**src/rtl/ltc2668_pkg.sv**
```systemverilog
// Shared definitions for the LTC2668-style SPI slave: command codes,
// legal frame lengths, channel count and the decoded frame layout.
package ltc2668_pkg;

   localparam int NUM_CHANNELS = 16;

   localparam logic [5:0] FRAME_LEN_SHORT = 6'd24;
   localparam logic [5:0] FRAME_LEN_LONG  = 6'd32;
   localparam logic [5:0] BIT_COUNT_MAX   = 6'd63;

   typedef enum logic [3:0] {
      CMD_WRITE_N              = 4'b0000,
      CMD_UPDATE_N             = 4'b0001,
      CMD_WRITE_N_UPDATE_ALL   = 4'b0010,
      CMD_WRITE_UPDATE_N       = 4'b0011,
      CMD_WRITE_ALL            = 4'b1000,
      CMD_UPDATE_ALL           = 4'b1001,
      CMD_WRITE_ALL_UPDATE_ALL = 4'b1010
   } cmdCode_t;

   typedef struct packed {
      logic [3:0]  cmd;
      logic [3:0]  addr;
      logic [15:0] data;
   } frameFields_t;

   // The command word always lives in the low 24 bits of the shift register;
   // anything shifted in before that (the 8 pad bits of a 32-bit frame) is dropped.
   function automatic frameFields_t decodeFrame(input logic [23:0] raw);
      frameFields_t fields;
      fields.cmd  = raw[23:20];
      fields.addr = raw[19:16];
      fields.data = raw[15:0];
      return fields;
   endfunction

   // Only complete 24-bit or 32-bit transfers are accepted as commands.
   function automatic logic isLegalLength(input logic [5:0] count);
      return (count == FRAME_LEN_SHORT) || (count == FRAME_LEN_LONG);
   endfunction

endpackage

```
**src/rtl/spi_sync_edge.sv**
```systemverilog
// One asynchronous SPI pin brought into the system clock domain through a
// flop chain, with rise/fall pulses derived from the synchronized level.
module spi_sync_edge #(
   parameter int   STAGES     = 2,
   parameter logic IDLE_LEVEL = 1'b0
) (
   input  logic clock,
   input  logic reset,
   input  logic asyncIn,
   output logic level,
   output logic rise,
   output logic fall
);

   logic [STAGES-1:0] syncChain;
   logic              levelPrev;

   // The synchronizer chain resets to the pin's idle level so that leaving
   // reset never looks like an edge on the bus.
   if (STAGES == 1) begin : gSingleStage
      always_ff @(posedge clock or posedge reset) begin
         if (reset) begin
            syncChain <= IDLE_LEVEL;
         end else begin
            syncChain <= asyncIn;
         end
      end
   end else begin : gMultiStage
      always_ff @(posedge clock or posedge reset) begin
         if (reset) begin
            syncChain <= {STAGES{IDLE_LEVEL}};
         end else begin
            syncChain <= {syncChain[STAGES-2:0], asyncIn};
         end
      end
   end

   // Remember last cycle's synchronized level so edges can be detected
   // by comparing against the current one.
   always_ff @(posedge clock or posedge reset) begin
      if (reset) begin
         levelPrev <= IDLE_LEVEL;
      end else begin
         levelPrev <= syncChain[STAGES-1];
      end
   end

   assign level = syncChain[STAGES-1];
   assign rise  = level & ~levelPrev;
   assign fall  = ~level & levelPrev;

endmodule

```
**src/rtl/ltc2668_spi_slave.sv**
```systemverilog
// SPI mode-0 slave that decodes LTC2668-style 24/32-bit command frames into
// sixteen input/DAC register pairs, echoes the previous frame on MISO and
// offers a registered read port onto the DAC registers.
module ltc2668_spi_slave
   import ltc2668_pkg::*;
#(
   parameter int          SYNC_STAGES = 2,
   parameter logic [15:0] RESET_CODE  = 16'h0000
) (
   input  logic        i_FPGA_clk,
   input  logic        i_FPGA_rst,
   input  logic        i_SPI_clk,
   input  logic        i_SPI_CS,
   input  logic        i_SPI_MOSI,
   output logic        o_SPI_MISO,
   input  logic [3:0]  i_rd_addr,
   output logic [15:0] o_rd_code,
   output logic        o_frame_dv,
   output logic        o_frame_err,
   output logic [3:0]  o_cmd,
   output logic [3:0]  o_addr,
   output logic [15:0] o_data,
   output logic [15:0] o_update_mask
);

   logic sckLevel;
   logic sckRise;
   logic sckFall;
   logic csLevel;
   logic csRise;
   logic csFall;
   logic mosiLevel;
   logic mosiRise;
   logic mosiFall;

   logic [31:0] shiftReg;
   logic [31:0] echoReg;
   logic [5:0]  bitCount;
   logic [23:0] lastFrame;

   logic [15:0] inputReg  [NUM_CHANNELS];
   logic [15:0] dacReg    [NUM_CHANNELS];
   logic [15:0] inputNext [NUM_CHANNELS];
   logic [15:0] dacNext   [NUM_CHANNELS];
   logic [15:0] maskNext;

   logic         commitValid;
   logic         commitErr;
   frameFields_t frame;

   logic unusedBits;

   spi_sync_edge #(
      .STAGES     (SYNC_STAGES),
      .IDLE_LEVEL (1'b0)
   ) sckSync (
      .clock   (i_FPGA_clk),
      .reset   (i_FPGA_rst),
      .asyncIn (i_SPI_clk),
      .level   (sckLevel),
      .rise    (sckRise),
      .fall    (sckFall)
   );

   spi_sync_edge #(
      .STAGES     (SYNC_STAGES),
      .IDLE_LEVEL (1'b1)
   ) csSync (
      .clock   (i_FPGA_clk),
      .reset   (i_FPGA_rst),
      .asyncIn (i_SPI_CS),
      .level   (csLevel),
      .rise    (csRise),
      .fall    (csFall)
   );

   spi_sync_edge #(
      .STAGES     (SYNC_STAGES),
      .IDLE_LEVEL (1'b0)
   ) mosiSync (
      .clock   (i_FPGA_clk),
      .reset   (i_FPGA_rst),
      .asyncIn (i_SPI_MOSI),
      .level   (mosiLevel),
      .rise    (mosiRise),
      .fall    (mosiFall)
   );

   // MOSI only needs its level and SCK only its edges; the spare flags and the
   // pad byte of the shift register are gathered here so nothing dangles.
   assign unusedBits = ^{mosiRise, mosiFall, sckLevel, shiftReg[31:24]};

   // Serial front end: a CS fall starts a new frame and preloads the echo of the
   // last good frame; while CS is low, SCK rises shift MOSI in and SCK falls
   // advance the echo. CS events take priority over any coincident SCK edge.
   always_ff @(posedge i_FPGA_clk or posedge i_FPGA_rst) begin
      if (i_FPGA_rst) begin
         shiftReg <= '0;
         bitCount <= '0;
         echoReg  <= '0;
      end else if (csFall) begin
         bitCount <= '0;
         echoReg  <= {8'h00, lastFrame};
      end else if (!csLevel && !csRise) begin
         if (sckRise) begin
            shiftReg <= {shiftReg[30:0], mosiLevel};
            if (bitCount != BIT_COUNT_MAX) begin
               bitCount <= bitCount + 6'd1;
            end
         end
         if (sckFall) begin
            echoReg <= {echoReg[30:0], 1'b0};
         end
      end
   end

   // MISO is driven only while the synchronized chip select is low.
   assign o_SPI_MISO = ~csLevel & echoReg[31];

   // At the end of a frame, decide whether it is a command to commit, an error
   // (wrong bit count) or an empty select to be ignored entirely.
   always_comb begin
      commitValid = 1'b0;
      commitErr   = 1'b0;
      frame       = decodeFrame(shiftReg[23:0]);
      if (csRise) begin
         if (isLegalLength(bitCount)) begin
            commitValid = 1'b1;
         end else if (bitCount != 6'd0) begin
            commitErr = 1'b1;
         end
      end
   end

   // Work out the next contents of both register banks for a committed command.
   // Input writes are applied before any update so an update-all in the same
   // command picks up the freshly written value.
   always_comb begin
      for (int i = 0; i < NUM_CHANNELS; i++) begin
         inputNext[i] = inputReg[i];
         dacNext[i]   = dacReg[i];
      end
      maskNext = '0;
      if (commitValid) begin
         case (frame.cmd)
            CMD_WRITE_N: begin
               inputNext[frame.addr] = frame.data;
            end
            CMD_UPDATE_N: begin
               dacNext[frame.addr]  = inputReg[frame.addr];
               maskNext[frame.addr] = 1'b1;
            end
            CMD_WRITE_UPDATE_N: begin
               inputNext[frame.addr] = frame.data;
               dacNext[frame.addr]   = frame.data;
               maskNext[frame.addr]  = 1'b1;
            end
            CMD_WRITE_N_UPDATE_ALL: begin
               inputNext[frame.addr] = frame.data;
               for (int i = 0; i < NUM_CHANNELS; i++) begin
                  dacNext[i] = inputNext[i];
               end
               maskNext = '1;
            end
            CMD_WRITE_ALL: begin
               for (int i = 0; i < NUM_CHANNELS; i++) begin
                  inputNext[i] = frame.data;
               end
            end
            CMD_UPDATE_ALL: begin
               for (int i = 0; i < NUM_CHANNELS; i++) begin
                  dacNext[i] = inputReg[i];
               end
               maskNext = '1;
            end
            CMD_WRITE_ALL_UPDATE_ALL: begin
               for (int i = 0; i < NUM_CHANNELS; i++) begin
                  inputNext[i] = frame.data;
                  dacNext[i]   = frame.data;
               end
               maskNext = '1;
            end
            default: begin
            end
         endcase
      end
   end

   // Register banks take their next values every cycle; outside a commit the
   // next values are simply the current ones.
   always_ff @(posedge i_FPGA_clk or posedge i_FPGA_rst) begin
      if (i_FPGA_rst) begin
         for (int i = 0; i < NUM_CHANNELS; i++) begin
            inputReg[i] <= RESET_CODE;
            dacReg[i]   <= RESET_CODE;
         end
      end else begin
         for (int i = 0; i < NUM_CHANNELS; i++) begin
            inputReg[i] <= inputNext[i];
            dacReg[i]   <= dacNext[i];
         end
      end
   end

   // Frame status: one-cycle pulses for commit/error and the update mask, plus
   // the decoded fields and echo source held from one good frame to the next.
   always_ff @(posedge i_FPGA_clk or posedge i_FPGA_rst) begin
      if (i_FPGA_rst) begin
         o_frame_dv    <= 1'b0;
         o_frame_err   <= 1'b0;
         o_update_mask <= '0;
         o_cmd         <= '0;
         o_addr        <= '0;
         o_data        <= '0;
         lastFrame     <= '0;
      end else begin
         o_frame_dv    <= commitValid;
         o_frame_err   <= commitErr;
         o_update_mask <= maskNext;
         if (commitValid) begin
            o_cmd     <= frame.cmd;
            o_addr    <= frame.addr;
            o_data    <= frame.data;
            lastFrame <= shiftReg[23:0];
         end
      end
   end

   // Registered read port; a DAC write in the same cycle shows up one read later.
   always_ff @(posedge i_FPGA_clk or posedge i_FPGA_rst) begin
      if (i_FPGA_rst) begin
         o_rd_code <= '0;
      end else begin
         o_rd_code <= dacReg[i_rd_addr];
      end
   end

endmodule

```
**config.mk**
```make
export PLATFORM = sky130hd
export DESIGN_NAME = ltc2668_spi_slave
export DESIGN_NICKNAME = d
export VERILOG_FILES = /design/src/rtl/ltc2668_pkg.sv /design/src/rtl/spi_sync_edge.sv /design/src/rtl/ltc2668_spi_slave.sv
export SDC_FILE = /design/constraint.sdc
export NUM_CORES = 2
export LEC_CHECK = 0
export CORE_ASPECT_RATIO = 1.25
export CORE_MARGIN = 2
export CORE_UTILIZATION = 53
export CTS_CLUSTER_SIZE = 28
export DETAILED_ROUTE_END_ITERATION = 10
export GPL_TIMING_DRIVEN = 0
export PLACE_DENSITY_LB_ADDON = 0.2
export SYNTH_ARGS = -nofsm -noshare
export SYNTH_HDL_FRONTEND = slang
export SYNTH_HIERARCHICAL = 1
export SYNTH_SLANG_ARGS = --single-unit
```
**constraint.sdc**
```tcl
create_clock -name i_FPGA_clk -period 22.6 [get_ports i_FPGA_clk]
set_input_delay 2.26 -clock i_FPGA_clk [delete_from_list [all_inputs] [get_ports i_FPGA_clk]]
set_output_delay 2.26 -clock i_FPGA_clk [all_outputs]
set_load 0.01 [all_outputs]
```
==> metrics.md <==
| Metric | Value |
|---|---|
| Vias per cell | 6.97 |
| Final Cell Area | approximately 0.044 mm^2 |
| CTS sink count | 640 |
| Cell Area, Synth | 0.0391 mm^2 |
| Area grow syn2layout | 12.0% |
| Pwr Density | 61.6 mW/mm^2 |
| HP Start | csSync/syncChain[0]$_DFF_PP1_ |
| RSZ-0062 raised after global routing | no |
| Fillers | roughly 6,500 |
| Final setup violation count | 0 |
| Slew headroom | -18.1% |
| Hold_buf cts | 0 |
| First-pass iteration count of the detailed router | 10 |
| Total gr overflow | 0 |
| DRT Wirelength | a little under 200,000 um |
| Placed cell area | 0.0411 mm^2 |
| Total number of vias | 39,000 |
| Clk_skew | 0.0306 ns |
| Initial antenna violation count | 13 |
| Leak Pwr | between 15 and 20 nW |
| Starting Density | 53.4% |
| Share of cells above drive strength 1 | ~16% |
| Vias in the first global route | 36,100 |
| Layout Cells excl Fill | roughly 5,600 |
| Number of remaining DRC errors | 2 |
| Maximum clock path buffer count | 3 |
| Cell row count | 111 |
| Dpl hpwl | around 140,000 um |
| Die Wd | 247 um |
| Fin nets | 4,568 |
| GRT Overall Usage | 50.6% |
| # IOs | 68 |
| Worst skew pair latency | 0.67 ns |
| Final worst-path cycle share | 23.2% |
| Root Driver | clkbuf_16 |
| WS Path Type | in2reg |
| Data required, critical path | 23.12 ns |
| Fin. max-slew vios | 54 |
| Dpl cells | 5,441 |
| Syn Nets | 4,423 |
| DRT antenna net count | 0 |
| Post-layout min period | 5.24 ns |
| Post-CTS setup buffers | 0 |
| Max-cap violations | 5 |
| Worst Tran Pin Value | 1.77 ns |
| Maximum vdd drop | roughly 0.07 mV |
| Largest net degree at the start of global routing | 130 |
| Drt initial violations | 6,412 |
| WL/cell | around 34 um |
| CTS resizes | 0 |
| Ys Warns | 6 |
| Avg Cell Area, Syn | 8.86 um^2 |
| GPL Wtd Cong | 1.09 |
| Clock Pin Slew Worst Setup and Hold Paths | 0.06 ns |
| Number of port buffers | 63 |
| Die height | 308 um |
| Num CTS Buffers | 71 |
| Worst hold-check path type | reg2reg |
| First-pass GRT wire length | 270,000 um |
| Setup_tns | 0 ns |
| CP Max Fanout | 10 |
| CP Data Arrival Time | 5.76 ns |
| Setup crit start kind | input port |
| CTS tree | yes |
| Setup crit end kind | flop |
| Failing checks | DRC, capacitance limit, slew limit |
| Core area | 0.0732 mm^2 |
| Status | complete, but fails checks |
| R2r startpoint | shiftReg[8]$_DFFE_PP0P_ |
| Hold Fails Final Rpt | 0 |
| Fmax | 191 MHz |
| Die area | ~0.076 mm^2 |
| H-tree depth | 3 |
| Hold WS | 0.356 ns |
| Cells after Synth | 4,412 |
| Worst setup path startpoint | i_rd_addr[0] |
stage by stage:
step	total power, mW	util (%)	setup slack, ns
finish	2.70	59.8	17.36
global placement	1.36	55.9	-5.36
CTS	2.67	59.7	17.23
global route	2.73	59.8	17.45
detailed placement	1.36	56.1	16.57
floorplan	1.25	-	2.64
where the power goes:
| group | switching [mW] | leakage (nW) | internal, mW |
|---|---|---|---|
| Clock | 0.545 | 1.27 | 0.793 |
| Combinational | 0.178 | 6.19 | 0.0262 |
| Sequential | 0.00223 | 8.92 | 1.15 |
| Total | 0.725 | 16.4 | 1.97 |
cell usage in the layout, fill, tap and decap left out, types with 5 or more instances in the layout:
cell type and instances:
nand2_1 1090, a21oi_1 1065, dfrtp_1 637, mux2_2 326, clkbuf_1 302, nor2_1 281
a2111oi_0 256, mux4_2 144, clkbuf_16 74, buf_2 71, clkdlybuf4s50_1 63, o21ai_0 42
buf_1 40, buf_6 23, mux2i_1 23, bufinv_16 14, diode_2 12, o21ai_4 11
clkinv_2 10, clkbuf_8 9, inv_1 8, mux2_1 7, clkinv_4 7, buf_4 6
clkbuf_2 6, o21ai_2 6, buf_16 6, nor2b_1 5, nor4bb_1 5, clkinvlp_4 5
worst paths after layout:
kind / to / slack (ns) / cells after the start
setup / recovery: o_rd_code[1]$_DFF_PP0_ / 17.36 / 5
hold / removal: csSync/syncChain[1]$_DFF_PP1_ / 0.36 / 0
setup reg to reg: flop / 18.34 / 6
hold reg to reg: csSync/syncChain[1]$_DFF_PP1_ / 0.36 / 0
max in group asynchronous: asynchronous set/reset pin / 18.41 / 5
min in group asynchronous: mosiSync/syncChain[0]$_DFF_PP0_ / 1.99 / 2
cell type report:
cell class	count	area (um^2)	area share (%)
Multi-Input combinational cell	3322	21100	48.1
Inverter	10	47.5	0.109
Antenna cell	12	30.0	0.0686
Tap cell	960	1200	2.74
Sequential cell	640	16000	36.6
Clock buffer	92	2010	4.59
Timing Repair Buffer	72	841	1.92
Clock inverter	39	603	1.38
Buffer	440	1950	4.46
per-layer routing:
metal  global-route usage [%]  routed length, um
met1                     65.2              68700
met2                     68.1              75600
met3                     19.5              30100
met4                     38.7              18000
met5                        0                131
worst max-delay path, stage by stage:
cell and delay [ns]:
buf_2 0.42, buf_1 0.86, clkbuf_1 1.09, mux4_2 0.56, mux4_2 0.55
Note: power is estimated with default switching activity, not from simulation.
